<file path="src/rtl/ctrl_pkg.sv">
// Shared types and encodings for the multicycle controller: FSM states,
// instruction classes, CTRL sub-opcodes and jump-select codes.
package ctrl_pkg;

  typedef enum logic [2:0] {
    S_IDLE    = 3'd0,
    S_FETCH   = 3'd1,
    S_DECODE  = 3'd2,
    S_EXEC    = 3'd3,
    S_MEM     = 3'd4,
    S_WB      = 3'd5,
    S_HALT    = 3'd6,
    S_ILLEGAL = 3'd7
  } state_t;

  localparam logic [1:0] CLS_ALU_R = 2'b00;
  localparam logic [1:0] CLS_ALU_I = 2'b01;
  localparam logic [1:0] CLS_MEM   = 2'b10;
  localparam logic [1:0] CLS_CTRL  = 2'b11;

  localparam logic [1:0] CT_BEQ  = 2'b00;
  localparam logic [1:0] CT_J    = 2'b01;
  localparam logic [1:0] CT_JR   = 2'b10;
  localparam logic [1:0] CT_HALT = 2'b11;

  localparam logic [1:0] JMP_NONE = 2'b00;
  localparam logic [1:0] JMP_J    = 2'b01;
  localparam logic [1:0] JMP_JR   = 2'b10;

  localparam int unsigned ALU_ADD = 0;

  function automatic logic is_halt(input logic [1:0] cls, input logic [1:0] sub);
    return (cls == CLS_CTRL) && (sub == CT_HALT);
  endfunction

endpackage

</file>
<file path="src/rtl/multicycle_controller_if.sv">
// Memory-side handshake of the multicycle controller: request/write qualifier
// out, acknowledge and raw opcode back.
interface multicycle_controller_if #(
  parameter int OP_W = 6
);
  logic            mem_req;
  logic            mem_write;
  logic            mem_ack;
  logic [OP_W-1:0] op;

  modport master (output mem_req, output mem_write, input mem_ack, input op);
  modport slave  (input mem_req, input mem_write, output mem_ack, output op);
endinterface

</file>
<file path="src/rtl/ctrl_outdec.sv">
// Combinational output decode: state + registered opcode give every datapath
// enable; mem_ack (FETCH) and branch_flag (BEQ in EXEC) are the only live inputs.
module ctrl_outdec
  import ctrl_pkg::*;
#(
  parameter int OP_W     = 6,
  parameter int FUNCT_W  = 4,
  parameter int ALUCTL_W = 4,
  parameter int ACC_W    = 3
) (
  input  state_t              state,
  input  logic [OP_W-1:0]     op_q,
  input  logic                mem_ack,
  input  logic                branch_flag,
  output logic                mem_req,
  output logic                mem_write,
  output logic                ir_load,
  output logic                pc_write,
  output logic                pc_src,
  output logic [1:0]          jump,
  output logic                alu_src,
  output logic                mem_to_reg,
  output logic                reg_write,
  output logic [ALUCTL_W-1:0] alu_control,
  output logic [ACC_W-1:0]    acc_control,
  output logic                halted
);

  logic [1:0] cls;
  logic [1:0] sub;

  assign cls = op_q[5:4];
  assign sub = op_q[1:0];

  always_comb begin
    mem_req     = 1'b0;
    mem_write   = 1'b0;
    ir_load     = 1'b0;
    pc_write    = 1'b0;
    pc_src      = 1'b0;
    jump        = JMP_NONE;
    alu_src     = 1'b0;
    mem_to_reg  = 1'b0;
    reg_write   = 1'b0;
    alu_control = ALUCTL_W'(ALU_ADD);
    acc_control = '0;
    halted      = 1'b0;
    case (state)
      S_FETCH: begin
        mem_req  = 1'b1;
        ir_load  = mem_ack;
        pc_write = mem_ack;
      end
      S_EXEC: begin
        case (cls)
          CLS_ALU_R, CLS_ALU_I: begin
            alu_src     = (cls == CLS_ALU_I);
            alu_control = ALUCTL_W'(op_q[FUNCT_W-1:0]);
            acc_control = op_q[ACC_W-1:0];
          end
          CLS_MEM: alu_src = 1'b1;
          default: begin
            case (sub)
              CT_BEQ: begin
                pc_write = branch_flag;
                pc_src   = 1'b1;
              end
              CT_J: begin
                pc_write = 1'b1;
                jump     = JMP_J;
              end
              CT_JR: begin
                pc_write = 1'b1;
                jump     = JMP_JR;
              end
              default: ;
            endcase
          end
        endcase
      end
      S_MEM: begin
        mem_req   = 1'b1;
        mem_write = op_q[0];
      end
      S_WB: begin
        reg_write  = 1'b1;
        mem_to_reg = (cls == CLS_MEM);
      end
      S_HALT:  halted = 1'b1;
      default: ;
    endcase
  end

endmodule

</file>
<file path="src/rtl/multicycle_controller.sv">
// Multicycle instruction sequencer: FETCH/DECODE/EXEC/MEM/WB FSM, opcode
// register, and optional perf counters enabled by CTRL_PERF_CNT_EN.
module multicycle_controller
  import ctrl_pkg::*;
#(
  parameter int OP_W     = 6,
  parameter int FUNCT_W  = 4,
  parameter int ALUCTL_W = 4,
  parameter int ACC_W    = 3,
  parameter int CNT_W    = 32
) (
  input  logic                clk,
  input  logic                rst_n,
  input  logic                instr_valid,
  input  logic                branch_flag,
  multicycle_controller_if.master mem,
  output logic                ir_load,
  output logic                pc_write,
  output logic                pc_src,
  output logic [1:0]          jump,
  output logic                alu_src,
  output logic                mem_to_reg,
  output logic                reg_write,
  output logic [ALUCTL_W-1:0] alu_control,
  output logic [ACC_W-1:0]    acc_control,
  output logic [2:0]          state,
  output logic                halted,
  output logic [CNT_W-1:0]    cycle_cnt,
  output logic [CNT_W-1:0]    instr_cnt
);

  state_t          state_q;
  state_t          state_d;
  logic [OP_W-1:0] op_q;
  logic [1:0]      cls;
  logic [1:0]      sub;
  logic            mem_req_w;
  logic            mem_write_w;

  assign cls   = op_q[5:4];
  assign sub   = op_q[1:0];
  assign state = state_q;

  always_ff @(posedge clk or negedge rst_n) begin
    if (!rst_n) begin
      state_q <= S_IDLE;
      op_q    <= '0;
    end else begin
      state_q <= state_d;
      if (ir_load) op_q <= mem.op;
    end
  end

  always_comb begin
    state_d = state_q;
    case (state_q)
      S_IDLE:   if (instr_valid) state_d = S_FETCH;
      S_FETCH:  if (mem.mem_ack) state_d = S_DECODE;
      S_DECODE: state_d = is_halt(cls, sub) ? S_HALT : S_EXEC;
      S_EXEC: begin
        case (cls)
          CLS_ALU_R, CLS_ALU_I: state_d = S_WB;
          CLS_MEM:              state_d = S_MEM;
          default:              state_d = S_FETCH;
        endcase
      end
      S_MEM:    if (mem.mem_ack) state_d = op_q[0] ? S_FETCH : S_WB;
      S_WB:     state_d = S_FETCH;
      S_HALT:   state_d = S_HALT;
      default:  state_d = S_IDLE;
    endcase
  end

  ctrl_outdec #(
    .OP_W     (OP_W),
    .FUNCT_W  (FUNCT_W),
    .ALUCTL_W (ALUCTL_W),
    .ACC_W    (ACC_W)
  ) u_outdec (
    .state       (state_q),
    .op_q        (op_q),
    .mem_ack     (mem.mem_ack),
    .branch_flag (branch_flag),
    .mem_req     (mem_req_w),
    .mem_write   (mem_write_w),
    .ir_load     (ir_load),
    .pc_write    (pc_write),
    .pc_src      (pc_src),
    .jump        (jump),
    .alu_src     (alu_src),
    .mem_to_reg  (mem_to_reg),
    .reg_write   (reg_write),
    .alu_control (alu_control),
    .acc_control (acc_control),
    .halted      (halted)
  );

  assign mem.mem_req   = mem_req_w;
  assign mem.mem_write = mem_write_w;

`ifdef CTRL_PERF_CNT_EN
  // An instruction retires when the FSM leaves its final state for FETCH, or on HALT entry.
  logic             retire;
  logic [CNT_W-1:0] cycle_q;
  logic [CNT_W-1:0] instr_q;

  assign retire = ((state_d == S_FETCH) &&
                   (state_q == S_EXEC || state_q == S_MEM || state_q == S_WB)) ||
                  ((state_d == S_HALT) && (state_q == S_DECODE));

  always_ff @(posedge clk or negedge rst_n) begin
    if (!rst_n) begin
      cycle_q <= '0;
      instr_q <= '0;
    end else begin
      if (state_q != S_IDLE && state_q != S_HALT) cycle_q <= cycle_q + CNT_W'(1);
      if (retire) instr_q <= instr_q + CNT_W'(1);
    end
  end

  assign cycle_cnt = cycle_q;
  assign instr_cnt = instr_q;
`else
  assign cycle_cnt = '0;
  assign instr_cnt = '0;
`endif

endmodule

</file>
<file path="src/flat_wrapper.sv">
// flat-port wrapper written by rule: the top's interface ports become plain ports
module multicycle_controller_flat import ctrl_pkg::*;
#(
  parameter int OP_W     = 6,
  parameter int FUNCT_W  = 4,
  parameter int ALUCTL_W = 4,
  parameter int ACC_W    = 3,
  parameter int CNT_W    = 32
)
  (clk, rst_n, instr_valid, branch_flag, ir_load, pc_write, pc_src, jump, alu_src, mem_to_reg, reg_write, alu_control, acc_control, state, halted, cycle_cnt, instr_cnt, mem_mem_req, mem_mem_write, mem_mem_ack, mem_op);
  multicycle_controller_if #(.OP_W(OP_W)) mem_i ();
  input  logic clk;
  input  logic rst_n;
  input  logic instr_valid;
  input  logic branch_flag;
  output logic ir_load;
  output logic pc_write;
  output logic pc_src;
  output logic [1:0] jump;
  output logic alu_src;
  output logic mem_to_reg;
  output logic reg_write;
  output logic [ALUCTL_W-1:0] alu_control;
  output logic [ACC_W-1:0] acc_control;
  output logic [2:0] state;
  output logic halted;
  output logic [CNT_W-1:0] cycle_cnt;
  output logic [CNT_W-1:0] instr_cnt;
  output wire logic [$bits(mem_i.mem_req)-1:0] mem_mem_req;
  output wire logic [$bits(mem_i.mem_write)-1:0] mem_mem_write;
  input wire logic [$bits(mem_i.mem_ack)-1:0] mem_mem_ack;
  input wire logic [$bits(mem_i.op)-1:0] mem_op;
  assign mem_mem_req = mem_i.mem_req;
  assign mem_mem_write = mem_i.mem_write;
  assign mem_i.mem_ack = mem_mem_ack;
  assign mem_i.op = mem_op;
  multicycle_controller #(.OP_W(OP_W), .FUNCT_W(FUNCT_W), .ALUCTL_W(ALUCTL_W), .ACC_W(ACC_W), .CNT_W(CNT_W)) u_core (.clk(clk), .rst_n(rst_n), .instr_valid(instr_valid), .branch_flag(branch_flag), .mem(mem_i), .ir_load(ir_load), .pc_write(pc_write), .pc_src(pc_src), .jump(jump), .alu_src(alu_src), .mem_to_reg(mem_to_reg), .reg_write(reg_write), .alu_control(alu_control), .acc_control(acc_control), .state(state), .halted(halted), .cycle_cnt(cycle_cnt), .instr_cnt(instr_cnt));
endmodule
</file>
<file path="config.mk">
export PLATFORM = sky130hd
export DESIGN_NAME = multicycle_controller_flat
export DESIGN_NICKNAME = d
export VERILOG_FILES = /design/src/rtl/ctrl_pkg.sv /design/src/rtl/multicycle_controller_if.sv /design/src/rtl/ctrl_outdec.sv /design/src/rtl/multicycle_controller.sv /design/src/flat_wrapper.sv
export SDC_FILE = /design/constraint.sdc
export NUM_CORES = 1
export LEC_CHECK = 0
export CORE_MARGIN = 8
export CORE_UTILIZATION = 37
export DETAILED_ROUTE_END_ITERATION = 16
export MAX_ROUTING_LAYER = met4
export PLACE_DENSITY = 0.84
export SYNTH_ARGS = -nofsm -noshare
export SYNTH_HDL_FRONTEND = slang
export SYNTH_SLANG_ARGS = --single-unit
export TNS_END_PERCENT = 30
</file>
<file path="constraint.sdc">
create_clock -name clk -period 3.8 [get_ports clk]
set_input_delay 0.95 -clock clk [delete_from_list [all_inputs] [get_ports clk]]
set_output_delay 0.95 -clock clk [all_outputs]
set_load 0.1 [all_outputs]
</file>
* Yosys cells after proc, flatten, opt, wreduce, memory -nomap -nowiden *
Index checks and enable logic that the tools add are counted.

storage, ports and cells
  register bits = 9
  output and inout bits = 85

operators by class
  equal/unequal tests = 15
  muxes and demuxes = 28
  reduce and logical (&&, ||, !) cells = 9

operators with widths
  kind                  count
  $mux W3               7
  $pmux W3 S7           1
  $mux W1               11
  $eq A3 B3 Y1 const B  3
  $eq A2 B2 Y1 const B  4
  $mux W4               2
  $eq A3 B2 Y1 const B  2
  $ne A2 B2 Y1 const B  3
  $pmux W1 S2           3
  $pmux W3 S2           1
  $reduce_or A2 Y1      3
  $eq A2 B1 Y1 const B  2
  $logic_not A2 Y1      2
  $mux W2               2
  $pmux W2 S2           1
  $eq A3 B1 Y1 const B  1
  $logic_not A3 Y1      1
  $reduce_and A3 Y1     1
  $reduce_or A3 Y1      1
  $logic_and A1 B1 Y1   1

* Logic depth before layout (Yosys ltp) *
Gate-level depths: netlist (run 1).

  word-level depth = 5
  depth in mapped cells = 5
  depth with buffers taken out = 5

* Hierarchy *
Synthesis (run 1) repeated with hierarchy kept, for this count alone.

unflattened totals
  cells, all modules = 142
  area, all modules = 1,216.2 µm²

modules (own cells, without submodules)
  module                 times used  cells each  area each (µm²)  seq. area each (µm²)
  multicycle_controller  1           105         928.4            225.2
  ctrl_outdec            1           37          287.8            0.0

* Least setup slack after synthesis (run 1) *
Ideal clock, no wire load.

  path type = reg-to-output
  from = register u_core.state_q[2] (netlist: u_core.state[2])
  to = output mem_mem_write
  arrival = 4,426 ps
  path slack = -1,576 ps
  cell stages (with the launch flop) = 3
  path buffers = 1
  cell sequence = dfrtp_1 > buf_2 > nor4b_1

between the ends
  longest elaborated chain between the ends = 2

ends and longest elaborated chain
  what                    RTL line                     source
  from (decl)             multicycle_controller.sv:32  state_t state_q;
  from (signal assigned)  multicycle_controller.sv:49  state_q <= state_d;
  $eq A3 B3 Y1            ctrl_outdec.sv:48            case (state)
  $mux W1                 ctrl_outdec.sv:48
  to (decl)               flat_wrapper.sv:30           output wire logic [$bits(mem_i.mem_write)-1:0] mem_mem_write;

No other way between the ends.

* Worst setup path in the final report (run 1) *
  from = input mem_mem_ack
  to = output pc_write

between the ends
  longest elaborated chain between the ends = 1

ends and longest elaborated chain
  what         RTL line            source
  from (decl)  flat_wrapper.sv:31  input wire logic [$bits(mem_i.mem_ack)-1:0] mem_mem_ack;
  $pmux W1 S2  ctrl_outdec.sv:48
  to (decl)    flat_wrapper.sv:17  output logic pc_write;

No other way between the ends.

==> run summary, run 1 <==
Status = finished clean
DRT Wirelength = 2535 um
Die area = 5641 um^2
Insertion delay to the later sink of the worst-skew pair = 0.26 ns
CTS Sinks = 9
Fmax = 311.5 MHz
Initial antenna violation count = 0
Fraction of the yosys area taken by sequential cells = 0.1742
Fin crit share = 0.8448
CTS Hold Bufs = 0
Worst slew margin = 0.6329
CTS tree = yes
Library cells used by synthesis = 34
Yosys Warn Count = 0
Port bufs = 31
Post-Synthesis Cell Area = 1292 um^2
Synthesis-stage register bit count = 9
CP max stage cell = clkdlybuf4s50_1
Worst hold-check path type = reg -> reg
DRT Pass-1 Iters = 4
Critical path, cell by cell = clkdlybuf4s50_1 > and4bb_4 > a31o_2 > buf_12
Max Cap Viol = 0
Initial Utilization = 0.3873
Resize count post-CTS = 0
Remaining Overflow, GRT = 0
Via count = 801
Ranking of synthesized cells by area = buf_4 (39%), dfrtp_1 (17%), ha_1 (11%)
TritonCTS Buffers = 3
Fin. max-slew vios = 0
Crit path max-delay family = buffers and inverters
Remaining antenna violation count = 0
RSZ-0062 raised after global routing = no
Io pins = 96
Via/cell ratio = 3.674
Row cnt = 21
Hpwl dp = 2165 um
Setup crit end kind = output pin
Antenna fix cells = 0
Final net count = 195
Die W = 75.11 um
CP Data Required Time = 2.85 ns
Number of synthesized flops with an enable pin = 0
Largest net degree at the start of global routing = 17
CP arrival = 2.26 ns
Ys async rst share = 1.000
Primary FF master, synth = dfrtp_1
Clock period minus worst slack = 3.210 ns
Setup tns final = 0 ns
Yosys top cell area share = 0.3950
Fill cells = 371
Layout cells sized above 1 = 0.2384
WS Path Type = in -> out
Die height = 75.11 um
CTS H-tree depth = 1
Global-route usage over all layers = 0.08298
Core Region = 3337 um^2
Worst-margin pin slew = 0.5506 ns
Final setup viols = 0
Synthesized area per cell = 8.914 um^2
Worst-path clk slew = 0.06 ns
WL/cell = 11.63 um
Clock Skew = 0.003675 ns
CTS Buffer Depth = 2
Post-Synthesis Cells = 145
CP Max Fanout = 13
Largest stage delay on the critical path = 0.53 ns
Drt drc = 0
Synth area leader = buf_4
First-pass GRT wire length = 3484 um
Area Growth Syn to Fin = 5.325%
Worst Path Buf+Inv = 2
Hold Vio Cnt, Final = 0
GP Congestion = 0.7139
Worst Setup Start Kind = input pin
Setup bufs post-CTS = 0
Vias in the first global route = 742
Initial DRC Count = 47
Root buf cell = clkbuf_4
[per-stage QoR]
step                setup WS [ns]  hold slack, ns  cells  area (um^2)  utilization
finish                     0.5897          0.5120    218         1361       0.4079
global route               0.5420          0.5381    218         1361       0.4079
CTS                        0.5759          0.5183    218         1361       0.4079
detailed placement         0.5899          0.4964    214         1335       0.4001
global placement           0.6206          0.4858    214         1335       0.4001
floorplan                 -0.3588          0.4739    208         1541            -
[logic make-up (layout without fill, tap and decap cells)]
| kind of cell | after synthesis | after routing | share of synthesized area |
|---|---|---|---|
| AOI/OAI and AO/OA | 14 | 14 | 0.08616 |
| xor gates and xnor gates | 1 | 1 | 0.006778 |
| adders and majority gates | 11 | 11 | 0.1065 |
| buffers and inverters | 77 | 41 | 0.4405 |
| DFF | 9 | 9 | 0.1743 |
| muxes | 2 | 2 | 0.02323 |
| other | 1 | 64 | 0.002901 |
| and+or+nand+nor | 30 | 30 | 0.1597 |
[cell type report]
type,count,area (um^2),area share
Clock buffer,4,26.28,0.01930
Sequential cell,9,225.2,0.1654
Tap cell,46,57.56,0.04228
Timing Repair Buffer,31,282.8,0.2077
Inverter,6,22.52,0.01654
Multi-Input combinational cell,122,747.0,0.5487
[layout by cell type, fill, tap and decap left out, types with 2 or more instances in the layout]
master	count
conb_1	64
buf_4	19
ha_1	11
clkdlybuf4s50_1	10
dfrtp_1	9
inv_1	6
and3_1	6
nand2_1	6
o21ai_2	4
a21oi_1	3
clkbuf_4	3
nor2_2	2
nor2_1	2
nor3_2	2
and2_1	2
mux2_4	2
buf_12	2
[state kept, by name (all words and copies together), names as in the netlist]
register / count
u_core.state: 3
u_core.op_q: 6
[worst paths after layout]
kind | start | to | slack [ns] | depth (start not counted)
worst max-delay path | mem_mem_ack | pc_write | 0.59 | 4
worst min-delay path | u_core.op_q[2]$_DFFE_PN0P_ | u_core.op_q[2]$_DFFE_PN0P_ | 0.51 | 1
worst max register to register | u_core.state[1]$_DFFE_PN0P_ | u_core.op_q[2]$_DFFE_PN0P_ | 2.21 | 2
worst min register to register | u_core.op_q[2]$_DFFE_PN0P_ | u_core.op_q[2]$_DFFE_PN0P_ | 0.51 | 1
max in group asynchronous | rst_n | u_core.op_q[0]$_DFFE_PN0P_ | 2.54 | 1
min in group asynchronous | rst_n | u_core.op_q[3]$_DFFE_PN0P_ | 0.98 | 1
[synth_stat cells (all sizes together), types with 3 or more instances]
master / n
ha: 11
a21oi: 3
inv: 6
nor2: 4
o21ai: 5
and3: 6
dfrtp: 9
nand2: 7
buf: 71
[routing by layer]
layer / global-route usage / routed length [um] / up-vias
met3: 0.03995 / 381 / 2
li1: - / - / 391
met2: 0.1315 / 1287 / 52
met5: - / 0 / -
met4: 0.01957 / 8 / 0
met1: 0.09132 / 856 / 356
Power of run 1 is not shown: default switching activity piles up to over one toggle a cycle in this logic, so the estimate is an artifact.
==> inputs of run 2 (changes only) <==
- CORE_UTILIZATION: 37 -> 31
- PLACE_DENSITY: 0.84 -> 0.75
- clock period: 3.8 -> 2.79 ns (I/O delays scaled with it)
==> run 2 against run 1 <==
Compared with the run above:
- non-clock buffer count up 1
- critical path type unchanged
- global-route usage decreased by 0.43 points
- final cell count up 2.3%
- critical path depth stayed put
- core utilization shrank 1.2 points
- flip-flop and latch count is the same
==> run summary, run 2 (same netlist as run 1, synthesis figures left out) <==
Status = finished clean
DRT Pass-1 Iters = 3 (-1)
CTS Buffer Depth = 2 (unchanged)
WL/cell = 12.10 um (+4.1%)
Largest register FFs = 6 (unchanged)
Die W = 80.57 um (+7.3%)
Resize count post-CTS = 0 (unchanged)
RSZ-0062 raised after global routing = no
Clock period minus worst slack = 2.551 ns
Global-route usage over all layers = 0.07866 (-0.004321)
M1 wire length = 1086 um (+27%)
Register name with the most flops = u_core.op_q
Fin. max-slew vios = 0 (unchanged)
CTS Sinks = 9 (unchanged)
Largest net degree at the start of global routing = 17 (unchanged)
Setup crit end kind = output pin
Clock Skew = 0.0006037 ns (-0.003071 ns)
CTS Hold Bufs = 0 (unchanged)
Area occupied by multi-input gates = 773.2 um^2 (+3.5%)
Die height = 80.57 um (+7.3%)
Register area = 236.5 um^2 (+5.0%)
Final setup viols = 0 (unchanged)
CP arrival = 1.85 ns (-0.41 ns)
Final instance area = 1583 um^2 (+16%)
Worst Setup Start Kind = input pin
Final net count = 196 (+0.51%)
GP Congestion = 0.7857 (+10%)
Commonest non-fill, non-tap cell in the layout = conb_1
Fmax = 392.0 MHz
Vias in the first global route = 835 (+13%)
CTS tree = yes
Antenna fix cells = 0 (unchanged)
DRT Wirelength = 2699 um (+6.5%)
Root buf cell = clkbuf_8
Core Region = 4000 um^2 (+20%)
Fill cells = 417 (+12%)
Most frequent cells in the layout = conb_1 (64), buf_12 (14), ha_1 (11)
Layout cells sized above 1 = 0.2775 (+0.03908)
Via count = 825 (+3.0%)
DR top layer = met4
Port bufs = 31 (unchanged)
CTS H-tree depth = 1 (unchanged)
Hpwl dp = 2324 um (+7.3%)
Fin crit share = 0.9143
Met2 wire length = 1364 um (+6.0%)
Io pins = 96 (unchanged)
Worst hold-check path type = reg -> reg
Area Growth Syn to Fin = 22.46%
Initial Utilization = 0.3231 (-0.06421)
Via/cell ratio = 3.700 (+0.69%)
Remaining Overflow, GRT = 0 (unchanged)
Drt drc = 0 (unchanged)
Row cnt = 23 (+9.5%)
Initial DRC Count = 31 (-34%)
Insertion delay to the later sink of the worst-skew pair = 0.23 ns (-0.03 ns)
DR WL met3 = 204 um (-46%)
First-pass GRT wire length = 3974 um (+14%)
Post-place instance area = 1538 um^2 (+15%)
Final Core Density = 0.3957 (-0.01227)
Die area = 6492 um^2 (+15%)
Setup bufs post-CTS = 0 (unchanged)
Initial antenna violation count = 0 (unchanged)
WS Path Type = in -> out
Remaining antenna violation count = 0 (unchanged)
Max Cap Viol = 0 (unchanged)
TritonCTS Buffers = 3 (unchanged)
Hold Vio Cnt, Final = 0 (unchanged)
CP Max Fanout = 4 (-9)
Worst-path clk slew = 0.05 ns (about the same)
CP Data Required Time = 2.09 ns (-0.76 ns)
[run 2: worst paths after layout]
path                                             start                           to  slack (ns)  cells after the start
min in group asynchronous                        rst_n   u_core.op_q[2]$_DFFE_PN0P_        0.77                      1
max in group asynchronous                        rst_n  u_core.state[2]$_DFFE_PN0P_        1.69                      1
max reg2reg                u_core.state[2]$_DFFE_PN0P_   u_core.op_q[2]$_DFFE_PN0P_        1.19                      3
min                         u_core.op_q[2]$_DFFE_PN0P_   u_core.op_q[2]$_DFFE_PN0P_        0.51                      1
min reg2reg                 u_core.op_q[2]$_DFFE_PN0P_   u_core.op_q[2]$_DFFE_PN0P_        0.51                      1
max                                        mem_mem_ack                     pc_write        0.24                      4
[run 2: area by class of cell]
type                    instances  share of cell area
clock buffers                   4             0.02846
inverters                       6             0.01581
multi-input cells             122              0.4885
flip-flops and latches          9              0.1494
well taps                      50             0.03953
repair buffers                 32              0.2783
[run 2: through the flow]
stage | worst slack [ns] | instances | hold WS [ns] | setup TNS [ns]
floorplan | -0.1701 | 208 | 0.4019 | -0.5999
global placement | 0.2640 | 219 | 0.4955 | 0
detailed placement | 0.2585 | 219 | 0.4854 | 0
CTS | 0.2538 | 223 | 0.5086 | 0
global route | 0.1590 | 223 | 0.5300 | 0
finish | 0.2391 | 223 | 0.5108 | 0
[run 2: metal layers]
metal  vias to the layer above  GRT usage
li1                        397          -
met1                       376    0.09659
met2                        48     0.1227
met3                         4    0.01451
met4                         0    0.03273
met5                         -          -
[run 2: worst max-delay path, stage by stage]
cell and delay (ns):
clkdlybuf4s50_1 0.54, and4bb_4 0.30, a31o_2 0.14, buf_12 0.17
Power of run 2 is left out for the same reason.
